## config.mk

```make
export PLATFORM = sky130hd
export DESIGN_NAME = seq_age_tracker
export DESIGN_NICKNAME = d
export VERILOG_FILES = /design/src/rtl/seq_age_tracker.sv
export SDC_FILE = /design/constraint.sdc
export NUM_CORES = 1
export LEC_CHECK = 0
export ABC_AREA = 1
export CORE_UTILIZATION = 46
export DETAILED_ROUTE_END_ITERATION = 8
export HOLD_SLACK_MARGIN = 0.05
export MAX_ROUTING_LAYER = met4
export PLACE_DENSITY = 0.82
export SLEW_MARGIN = 10
export SYNTH_ARGS = -nofsm -noshare
export SYNTH_HDL_FRONTEND = slang
export SYNTH_SLANG_ARGS = --single-unit
export TNS_END_PERCENT = 5
```

## constraint.sdc

```tcl
create_clock -name clk -period 3.4 [get_ports clk]
set_clock_uncertainty 0.1 [all_clocks]
set_input_delay 0.68 -clock clk [delete_from_list [all_inputs] [get_ports clk]]
set_output_delay 0.68 -clock clk [all_outputs]
set_load 0.01 [all_outputs]
```

## src/rtl/seq_age_tracker.sv

```systemverilog
// In-flight sequence-number manager: allocation, in-order multi-lane commit,
// squash/flush rewind, sticky protocol error and wraparound-correct age queries.
module seq_age_tracker #(
  parameter int p_seq_num_bits = 5,
  parameter int p_num_commit   = 2,
  parameter int p_num_query    = 2
) (
  input  logic                                         clk,
  input  logic                                         rst_n,
  input  logic                                         alloc_val,
  output logic                                         alloc_rdy,
  output logic [p_seq_num_bits-1:0]                    alloc_seq_num,
  input  logic [p_num_commit-1:0]                      commit_val,
  input  logic [p_num_commit-1:0][p_seq_num_bits-1:0]  commit_seq_num,
  input  logic                                         squash_val,
  input  logic [p_seq_num_bits-1:0]                    squash_seq_num,
  input  logic                                         flush_val,
  input  logic [p_num_query-1:0][p_seq_num_bits-1:0]   query_seq_num_0,
  input  logic [p_num_query-1:0][p_seq_num_bits-1:0]   query_seq_num_1,
  output logic [p_num_query-1:0]                       query_older,
  output logic [p_seq_num_bits-1:0]                    oldest_seq_num,
  output logic [p_seq_num_bits:0]                      in_flight,
  output logic                                         empty,
  output logic                                         full,
  output logic                                         err
);

  localparam int w  = p_seq_num_bits;
  localparam int pw = p_seq_num_bits + 1;
  localparam logic [pw-1:0] cap = {1'b1, {w{1'b0}}};

  // Pointers carry one extra wrap bit so that full and empty are distinguishable.
  logic [pw-1:0] head, tail, head_next, tail_next;
  logic          err_next;

  logic [pw-1:0] commit_cnt, commit_apply_cnt;
  logic          contig_bad, lane_bad, over_bad, beyond_bad, commit_bad;
  logic [w-1:0]  squash_off;
  logic          squash_act, squash_legal, squash_apply, squash_bad;
  logic          alloc_fire;

  assign in_flight      = tail - head;
  assign empty          = (in_flight == '0);
  assign full           = (in_flight == cap);
  assign alloc_rdy      = !full && !squash_val && !flush_val;
  assign alloc_seq_num  = tail[w-1:0];
  assign oldest_seq_num = head[w-1:0];
  assign alloc_fire     = alloc_val && alloc_rdy;

  assign squash_off   = squash_seq_num - head[w-1:0];
  assign squash_act   = squash_val && !flush_val;
  assign squash_legal = ({1'b0, squash_off} < in_flight);
  assign squash_apply = squash_act && squash_legal;
  assign squash_bad   = squash_act && !squash_legal;

  always_comb begin
    commit_cnt = '0;
    contig_bad = 1'b0;
    lane_bad   = 1'b0;
    beyond_bad = 1'b0;
    for (int k = 0; k < p_num_commit; k++) begin
      if (commit_val[k]) begin
        commit_cnt = commit_cnt + pw'(1);
        if (commit_seq_num[k] != head[w-1:0] + w'(k)) lane_bad = 1'b1;
        // A lane past the surviving squash boundary would retire a discarded number.
        if (squash_apply && (pw'(k) > {1'b0, squash_off})) beyond_bad = 1'b1;
      end
      if (k > 0 && commit_val[k] && !commit_val[k-1]) contig_bad = 1'b1;
    end
    over_bad         = (commit_cnt > in_flight);
    commit_bad       = contig_bad || lane_bad || over_bad || beyond_bad;
    commit_apply_cnt = commit_bad ? '0 : commit_cnt;
  end

  always_comb begin
    head_next = head + commit_apply_cnt;
    tail_next = tail;
    if (flush_val)         tail_next = head + commit_apply_cnt;
    else if (squash_apply) tail_next = head + {1'b0, squash_off} + pw'(1);
    else if (alloc_fire)   tail_next = tail + pw'(1);
    err_next = err || commit_bad || squash_bad;
  end

  always_ff @(posedge clk) begin
    if (!rst_n) begin
      head <= '0;
      tail <= '0;
      err  <= 1'b0;
    end else begin
      head <= head_next;
      tail <= tail_next;
      err  <= err_next;
    end
  end

  // Both operands are rebased to the oldest number before an unsigned compare.
  always_comb begin
    query_older = '0;
    for (int i = 0; i < p_num_query; i++) begin
      query_older[i] = (query_seq_num_0[i] < query_seq_num_1[i])
                     ^ (query_seq_num_0[i] < head[w-1:0])
                     ^ (query_seq_num_1[i] < head[w-1:0]);
    end
  end

endmodule

```

* Word level (Yosys, flattened, before mapping)
Index checks and enable logic that the tools add are counted.
** Storage, ports and cells
- Flip-flop bits (word level) :: 13
- Input port bits :: 42
- Output and inout bits :: 22
- Logic and storage cells :: 60
** Cells by class
- Add/subtract/negate cells :: 8
- $lt $le $gt $ge :: 9
- Equality and inequality tests :: 3
- Multiplexer cells :: 13
- Bitwise operators :: 4
- Reduce and logical (&&, ||, !) cells :: 20
** Operators by type and width (number)
- 5-bit less-than comparator :: 6
- 6-bit 2-to-1 mux :: 5
- 6-bit by 1-bit adder with 6-bit output (second input constant) :: 3
- 5-bit inequality test :: 2
- 1-bit logical AND :: 8
- 1-bit 2-to-1 mux :: 8
- 6-bit by 5-bit adder with 6-bit output :: 1
- 6-bit adder :: 1
- 6-bit equality test (second input constant) :: 1
- 6-bit > comparator :: 1
- 6-bit zero test :: 1
- 5-bit by 6-bit less-than comparator with 1-bit output :: 1
- 6-bit subtractor :: 1
- 5-bit by 1-bit adder with 5-bit output (second input constant) :: 1
- 1-bit by 5-bit > comparator with 1-bit output (first input constant) :: 1
- 1-bit zero test :: 5
- 1-bit logical OR :: 5
- 5-bit subtractor :: 1
- 1-bit bitwise XOR :: 4
- 3-bit nonzero test :: 1

* Depth between registers and ports, before layout
Gate-level depths: netlist (run 1).
- Word-level depth :: 11
- Depth in mapped cells :: 26
- Depth with buffers taken out :: 25

* Least setup slack after synthesis (run 1)
OpenSTA, ideal clock, no wires.
- Path kind :: input -> register
- From :: input squash_seq_num[0]
- To :: register tail[4]
- Library setup time :: 66 ps
- Arrival :: 3549 ps
- Required time :: 3234 ps
- Slack :: -315 ps
- Cell stages on the path :: 21
- Buffers on the path :: 0
- Cells stage by stage :: inv_1 ha_1 inv_1 fa_1 ha_1 o21ai_0 nand2_1 a21oi_1 nand3_2 nand3_4 nand4_1 nand2_1 nor2_1 ha_1 fa_1 nand3_1 xor2_1 nand2_1 nand2_1 inv_1 a21oi_2
** Between the ends
- Cells in the longest elaborated chain, start to end :: 10
- Elaborated cells on any way between the ends :: 15
- Those cells by class :: add/sub: 4; order compare: 2; mux: 5; reduce/logical: 4
** Ends and longest elaborated chain
- start: declaration :: RTL line 16 : input logic [p_seq_num_bits-1:0] squash_seq_num,
- 5-bit subtractor (*) :: RTL line 50 : assign squash_off = squash_seq_num - head[w-1:0];
- 5-bit by 6-bit less-than comparator with 1-bit output :: RTL line 52 : assign squash_legal = ({1'b0, squash_off} < in_flight);
- 1-bit logical AND :: RTL line 53 : assign squash_apply = squash_act && squash_legal;
- 1-bit logical AND :: RTL line 66 : if (squash_apply && (pw'(k) > {1'b0, squash_off})) beyond_bad = 1'b1;
- 1-bit 2-to-1 mux :: RTL line 66
- 1-bit 2-to-1 mux :: RTL line 62 : if (commit_val[k]) begin
- 1-bit logical OR :: RTL line 71 : commit_bad = contig_bad || lane_bad || over_bad || beyond_bad;
- 6-bit 2-to-1 mux :: RTL line 72 : commit_apply_cnt = commit_bad ? '0 : commit_cnt;
- 6-bit adder :: RTL line 78 : if (flush_val) tail_next = head + commit_apply_cnt;
- 6-bit 2-to-1 mux :: RTL line 78
- end signal: assignment :: RTL line 91 : tail <= tail_next;
- end: declaration :: RTL line 33 : logic [pw-1:0] head, tail, head_next, tail_next;
Mark *: on every way between the ends. The rest lies on a longest branch, timed or not.
A chain may end at the register's enable or synchronous reset.

* Worst setup path after layout (run 1)
Same ends and word-level chain as after synthesis.

==> impl_results.md, run 1 <==
- R2R Path Start: head[0]$_SDFF_PN0_
- Worst slew pin tran: around 410 ps
- Achievable frequency: 274 MHz
- Via-to-Cell Ratio: 5.20
- Failing checks: design-rule violations, negative setup slack
- Die W: roughly 78 um
- Unrepaired setup endpoints after global routing: true
- VDD IR max: roughly 230 uV
- #FFs+latches synth: 13
- TritonCTS buffer count: 3
- Core Area: about 5500 um^2
- Worst setup margin: -253 ps
- Post-synth design cell area: about 2600 um^2
- Netlist cell types: 30
- Hold Startpoint: err$_SDFF_PN0_
- Initial Util: 0.476
- Worst reg2reg path depth: 20
- Max-cap violations: 0
- CP Max Fanout: 3
- Tcrit/Tclk final: 1.07
- Combinational share of power: 0.721
- Switching Power: around 500 uW
- Design Area, Final: ~3800 um^2
- Die area: roughly 6000 um^2
- Num ports: 64
- Hold crit path type: register to register
- Crit. End Element: register
- P_int: 632 uW
- I/O Buffers: 63
- Bufs on Longest Clock Path: 2
- Antenna viol nets, final: 0
- Wire length per cell: between 10 and 15 um
- R2r setup slk: -180 ps
- Power density cells: roughly 300 nW/um^2
- Syn. warnings: 0
- Layout Cells excl Fill: 568
- Layout cell share with drive strength beyond 1: 0.216
- Dominant cell type by area after synthesis: ha_1
- WHS Path Cells: 3
- Worst slack at placement: -896 ps
- Placer Congestion: roughly 0.9
- Lkg Pwr: 1.84 nW
- Switch share: 0.444
- DRC Markers: 2
- Placed Area: approximately 3600 um^2
- Outcome: complete, but fails checks
- Initial antenna violation count: 0
- TritonCTS clock tree: built
- Worst Hold End: err$_SDFF_PN0_
- Seq/Total Area, Yosys: 0.0992
- Clock sinks: 13
- GRT Resource Usage Total: 0.276
- Max Slew Vio Count: 0
- DR iter-0 viols: 183
- CP arrival: 3740 ps
- Nets: 590
- CP max stage delay: 600 ps
- Most used cell, CP: nand2_1
- Std cell rows: 27
- Relative slew slack: 0.724
- Diode count: 0
- FF-to-FF End: tail[4]$_SDFFE_PN0P_
- Number of global-route vias before repair: 2908
- Via count: a little under 3000
- Dominant cells by area after synthesis: ha_1, nand2_1, dfxtp_1
- Placed cell count: between 500 and 600
- Share of the synthesized area in the top cell type: 0.224
- Critical path cell sequence: buf_6 -> clkinv_4 -> ha_4 -> inv_4 -> fa_2 -> ha_4 -> o21ai_2 -> nand2_1 -> a21oi_2 -> nand3_2 -> nand3_4 -> nand4_1 -> nand2_2 -> nor2_1 -> ha_2 -> fa_2 -> nand3_2 -> xor2_1 -> nand2_1 -> nand2_1 -> inv_1 -> a21oi_2
- Final HPWL DP: 6.19 mm
- Syn_area_per_cell: 6.59 um^2
- Sequential power share: 0.157
- Setup TNS: -1310 ps
- CTS HTree Levels: 1
- Gr ovfl total: 0
- Synthesized Nets: roughly 490
- Setup CP Type: primary input to register
- Hold Slack: roughly 530 ps
- DRT Pass-1 Iters: 7
- Worst-Skew Late Latency: around 250 ps
- Critical Path RT: 3490 ps
- Final hold vios: 0
- Clock power frac: 0.121
- Reg clk slew, reported paths: approximately 60 ps
- Largest net degree at the start of global routing: 14
- Die extent in y: slightly below 80 um
- Layout area overhead: 43.8%
- First-pass GRT wire length: 12.9 mm
- Syn Inst Count: between 300 and 400
- Post-Route WL: around 7.8 mm
- Crit-path slowest cell: fa_2
- Clk root buf: clkbuf_8
- Post-route minimum period: ~3700 ps
- Final Setup Violations: 9
- Crit start category: primary input
[routing by layer]
| layer | global-route usage | wire length (um) | up-vias |
|---|---|---|---|
| met3 | 0.0565 | 558 | 21 |
| met2 | 0.469 | 3790 | 125 |
| met5 | - | 0 | - |
| met1 | 0.324 | 3260 | 1328 |
| met4 | 0.0868 | 193 | 0 |
| li1 | - | - | 1477 |
[worst max-delay path: cells and delay by family]
kind / cells / cell delay (ps)
compound gates: 3 / 310
xor+xnor: 1 / 190
fa+ha+maj: 5 / 1510
buf+inv: 4 / 230
simple gates: 9 / 830
[logic make-up (layout without fill, tap and decap cells)]
| family | Yosys count | after routing | share of synthesized area |
|---|---|---|---|
| adders and majority gates | 51 | 51 | 0.255 |
| DFF | 13 | 13 | 0.0992 |
| AOI/OAI and AO/OA | 46 | 46 | 0.102 |
| xor gates and xnor gates | 28 | 28 | 0.0935 |
| and+or+nand+nor | 177 | 177 | 0.313 |
| buffers and inverters | 83 | 181 | 0.137 |
[cells in the mapped netlist (all sizes together)]
master    n
a21oi    27
a31oi     1
buf      13
clkbuf    4
dfxtp    13
fa        4
ha       47
inv      66
nand2   103
nand3    33
nand3b    2
nand4     8
nor2     24
nor3      5
nor4      1
o211ai    6
o21ai    11
o21bai    1
or2       1
xnor2    13
xor2     15
[power groups by stage]
| stage | Combinational, mW | Sequential, mW | Clock [mW] |
|---|---|---|---|
| 2_1_floorplan | 0.467 | 0.183 | 0 |
| 3_3_place_gp | 0.758 | 0.182 | 0 |
| 3_5_place_dp | 0.779 | 0.182 | 0 |
| 4_1_cts | 0.798 | 0.179 | 0.139 |
| 5_1_grt | 0.904 | 0.180 | 0.149 |
| 6_report | 0.820 | 0.179 | 0.138 |
[area by class of cell]
class / instances / area, um^2
flip-flops and latches: 13 / 260
clock buffers: 4 / 45.0
well taps: 72 / 90.1
fillers: 432 / 1730
multi-input cells: 302 / 2130
repair buffers: 111 / 987
inverters: 66 / 255
[cell usage in the layout (no fill, tap or decap), types with 2 or more instances in the layout]
cell	Yosys	layout
nand2_1	93	89
inv_1	61	58
clkdlybuf4s50_1	0	57
buf_4	10	48
ha_1	47	41
nand3_1	25	24
nor2_1	24	22
a21oi_1	23	19
nand2_2	9	13
xor2_1	15	13
xnor2_1	13	13
dfxtp_1	13	13
o21ai_0	10	9
nand4_1	8	8
a21oi_2	4	8
nand3_2	7	8
inv_2	5	6
o211ai_1	6	6
nor3_1	5	5
ha_4	0	5
dlygate4sd2_1	0	4
fa_2	0	3
clkbuf_8	0	3
nand3b_1	2	2
o21ai_2	1	2
xor2_2	0	2
[how the worst max path moves through the flow]
| stage | from | end | slack, ps | cells past startpoint |
|---|---|---|---|---|
| after floorplan | squash_seq_num[0] | tail[4]$_SDFFE_PN0P_ | -200 | 21 |
| after global routing | squash_seq_num[0] | tail[5]$_SDFFE_PN0P_ | -450 | 24 |
| after global placement | squash_seq_num[0] | tail[4]$_SDFFE_PN0P_ | -710 | 22 |
| after detailed placement | squash_seq_num[0] | tail[5]$_SDFFE_PN0P_ | -900 | 24 |
| final | squash_seq_num[0] | tail[4]$_SDFFE_PN0P_ | -250 | 22 |
| after CTS | squash_seq_num[0] | tail[5]$_SDFFE_PN0P_ | -130 | 24 |
[registers in the layout, indices dropped and copies added, names as in the netlist]
register  cells
tail          6
head          6
err           1
[metrics by stage]
step,power [mW],utilization
global placement,0.940,0.654
detailed placement,0.961,0.654
global route,1.23,0.685
CTS,1.12,0.678
finish,1.14,0.685
floorplan,0.649,-
[timing repair]
item                       CTS  global route
gates resized for setup     22            11
pin swaps                   13            16
hold buffers                 0             0
setup buffers                3             0
hold endpoints to repair     0             0
setup endpoints to repair   16            14
Power figures use the tool's default switching activity.
==> run 2, diff against run 1 <==
Settings changed: CORE_UTILIZATION 46 to 55, CTS_CLUSTER_SIZE set to 12, DONT_BUFFER_PORTS set to 1, PLACE_DENSITY 0.82 to 0.77.
==> impl_results.md, run 2 (synthesis gave the netlist of run 1 again) <==
- Most common cell after layout, fill and taps aside: nand2_1
- Setup TNS: -132 ps (+1180 ps)
- I/O Buffers: 0 (-100%)
- Post-route minimum period: 3470 ps (-186 ps)
- Std cell rows: 24 (-11%)
- Initial antenna violation count: 0 (unchanged)
- Final HPWL DP: 5.43 mm (-12%)
- R2R Path Start: head[0]$_SDFF_PN0_
- Crit start category: register
- Failing checks: design-rule violations, negative setup slack
- CP delay by family, top: adder cells
- CP arrival: 3550 ps (-190 ps)
- Worst reg2reg path depth: 21 (+5.0%)
- Power density cells: 329 nW/um^2 (+9.3%)
- Clock sinks: 13 (unchanged)
- Worst setup margin: -67.2 ps (+186 ps)
- Max Slew Vio Count: 0 (unchanged)
- Wire length per cell: 14.3 um (+4.0%)
- Layout area overhead: 16.0%
- Die area: 5050 um^2 (-16%)
- Bufs on Longest Clock Path: 2 (unchanged)
- Final Total Pwr: 1.00 mW (-12%)
- Worst-Skew Late Latency: 240 ps (about the same)
- Critical path cell sequence: buf_6 -> ha_4 -> inv_2 -> fa_2 -> ha_4 -> o21ai_2 -> nand2_1 -> a21oi_2 -> nand3_2 -> nand3_4 -> nand4_1 -> nand2_2 -> nor2_1 -> ha_2 -> fa_2 -> nand3_2 -> xor2_2 -> nand2_1 -> nand2_1 -> inv_1 -> a21oi_2
- Crit. End Element: register
- Worst Hold End: head[1]$_SDFF_PN0_
- Final hold vios: 0 (unchanged)
- Via-to-Cell Ratio: 5.44 (+4.6%)
- Placed cell count: 467 (-17%)
- Switch share: 0.472 (+0.0280)
- Largest net degree at the start of global routing: 14 (unchanged)
- TritonCTS clock tree: built
- Achievable frequency: 288 MHz (+5.4%)
- R2r setup slk: -70 ps (+110 ps)
- DRC Markers: 4 (+2)
- DRT Pass-1 Iters: 6 (-1)
- WP buf/inv: 3 (-1)
- Lkg Pwr: 1.55 nW (-16%)
- Placer Congestion: 0.950 (+5.6%)
- Top flop regs: head: 6 flops, tail: 6 flops, err: 1 flops
- Post-Route WL: 6.80 mm (-13%)
- DR iter-0 viols: 111 (-39%)
- Combinational share of power: 0.683 (-0.038)
- GRT Resource Usage Total: 0.279 (+0.00344)
- Nets: 518 (-12%)
- Num ports: 64 (unchanged)
- Die W: 71.1 um (-8.3%)
- P_int: 529 uW (-16%)
- Antenna viol nets, final: 0 (unchanged)
- Relative slew slack: 0.672 (-0.0522)
- Reg clk slew, reported paths: 60 ps (about the same)
- Number of global-route vias before repair: 2383 (-18%)
- Worst slew pin tran: 489 ps (+75.0 ps)
- Clock power frac: 0.140 (+0.019)
- First-pass GRT wire length: 10.8 mm (-16%)
- Tcrit/Tclk final: 1.02 (-0.0546)
- Setup CP Type: register to register
- # hold bufs at CTS: 0 (unchanged)
- Sequential power share: 0.177 (+0.020)
- Crit-path slowest cell: fa_2
- VDD IR max: 187 uV (-19%)
- Layout cell share with drive strength beyond 1: 0.226 (+0.0107)
- Core Area: 4470 um^2 (-19%)
- Initial Util: 0.586 (+0.110)
- Max-cap violations: 0 (unchanged)
- Critical Path RT: 3480 ps (about the same)
- Final Setup Violations: 3 (-6)
- TritonCTS buffer count: 3 (unchanged)
- Most frequent cells in the layout: nand2_1, inv_1, ha_1, buf_4, nand3_1
- Outcome: complete, but fails checks
- CTS HTree Levels: 1 (unchanged)
- Switching Power: 473 uW (-6.3%)
- Hold Startpoint: rst_n
- Layout Cells excl Fill: 476 (-16%)
- FF-to-FF End: tail[4]$_SDFFE_PN0P_
- Clk root buf: clkbuf_8
- Hold crit path type: primary input to register
- Diode count: 0 (unchanged)
- Die extent in y: 71.1 um (-8.3%)
- Gr ovfl total: 0 (unchanged)
- Via count: 2588 (-12%)
- Most used cell, CP: nand2_1
- CP Max Fanout: 4 (+1)
- WHS Path Cells: 2 (-1)
- Unrepaired setup endpoints after global routing: true
- CP max stage delay: 600 ps (about the same)
[run 2: cell types whose count changed in the layout (fill, tap and decap cells not counted), moves of 2 or more]
cell and delta:
clkdlybuf4s50_1 -57, buf_4 -10, dlygate4sd2_1 -4, inv_2 +3
nand2_1 +3, nand2_2 -3, inv_1 -2
[run 2: how the worst max path moves through the flow]
stage	startpoint	to	slack [ps]	cells after the start
final	head[0]$_SDFF_PN0_	tail[4]$_SDFFE_PN0P_	-70	21
after global routing	head[0]$_SDFF_PN0_	tail[5]$_SDFFE_PN0P_	-280	23
after CTS	head[0]$_SDFF_PN0_	tail[5]$_SDFFE_PN0P_	5	23
after detailed placement	squash_seq_num[0]	tail[5]$_SDFFE_PN0P_	-300	23
after global placement	squash_seq_num[0]	tail[4]$_SDFFE_PN0P_	-200	21
after floorplan	squash_seq_num[0]	tail[4]$_SDFFE_PN0P_	-200	21
[run 2: power groups by stage]
stage | clock [mW] | sequential, mW | combinational (mW)
2_1_floorplan | 0 | 0.183 | 0.467
3_3_place_gp | 0 | 0.179 | 0.618
3_5_place_dp | 0 | 0.179 | 0.632
4_1_cts | 0.141 | 0.177 | 0.644
6_report | 0.140 | 0.177 | 0.684
5_1_grt | 0.149 | 0.178 | 0.758
[run 2: area by class of cell]
cell class              count  area (um^2)
clock buffers               4         45.0
well taps                  52         65.1
flip-flops and latches     13          264
fillers                   376         1430
multi-input cells         302         2120
inverters                  66          253
repair buffers             39          297
[run 2: routing by layer]
metal,vias to the layer above,global-route usage,share of wire
met2,104,0.436,0.45
met1,1150,0.372,0.45
met5,-,-,0
li1,1324,-,-
met3,10,0.0513,0.084
met4,0,0.0711,0.013
[run 2: stage by stage]
| step | hold slack (ps) | setup WS (ps) | util | instance area [um^2] |
|---|---|---|---|---|
| floorplan | 427 | -202 | - | 2650 |
| global placement | 512 | -196 | 0.640 | 2860 |
| detailed placement | 508 | -300 | 0.640 | 2860 |
| CTS | 432 | 4.93 | 0.659 | 2950 |
| global route | 432 | -279 | 0.680 | 3040 |
| finish | 435 | -67.2 | 0.680 | 3040 |
[run 2: timing repair]
action                                  CTS  global route
buffers inserted                          2             3
resized for setup                         8            14
cloned                                    0             0
pin swaps                                 8            15
endpoints found under the setup margin    6             8
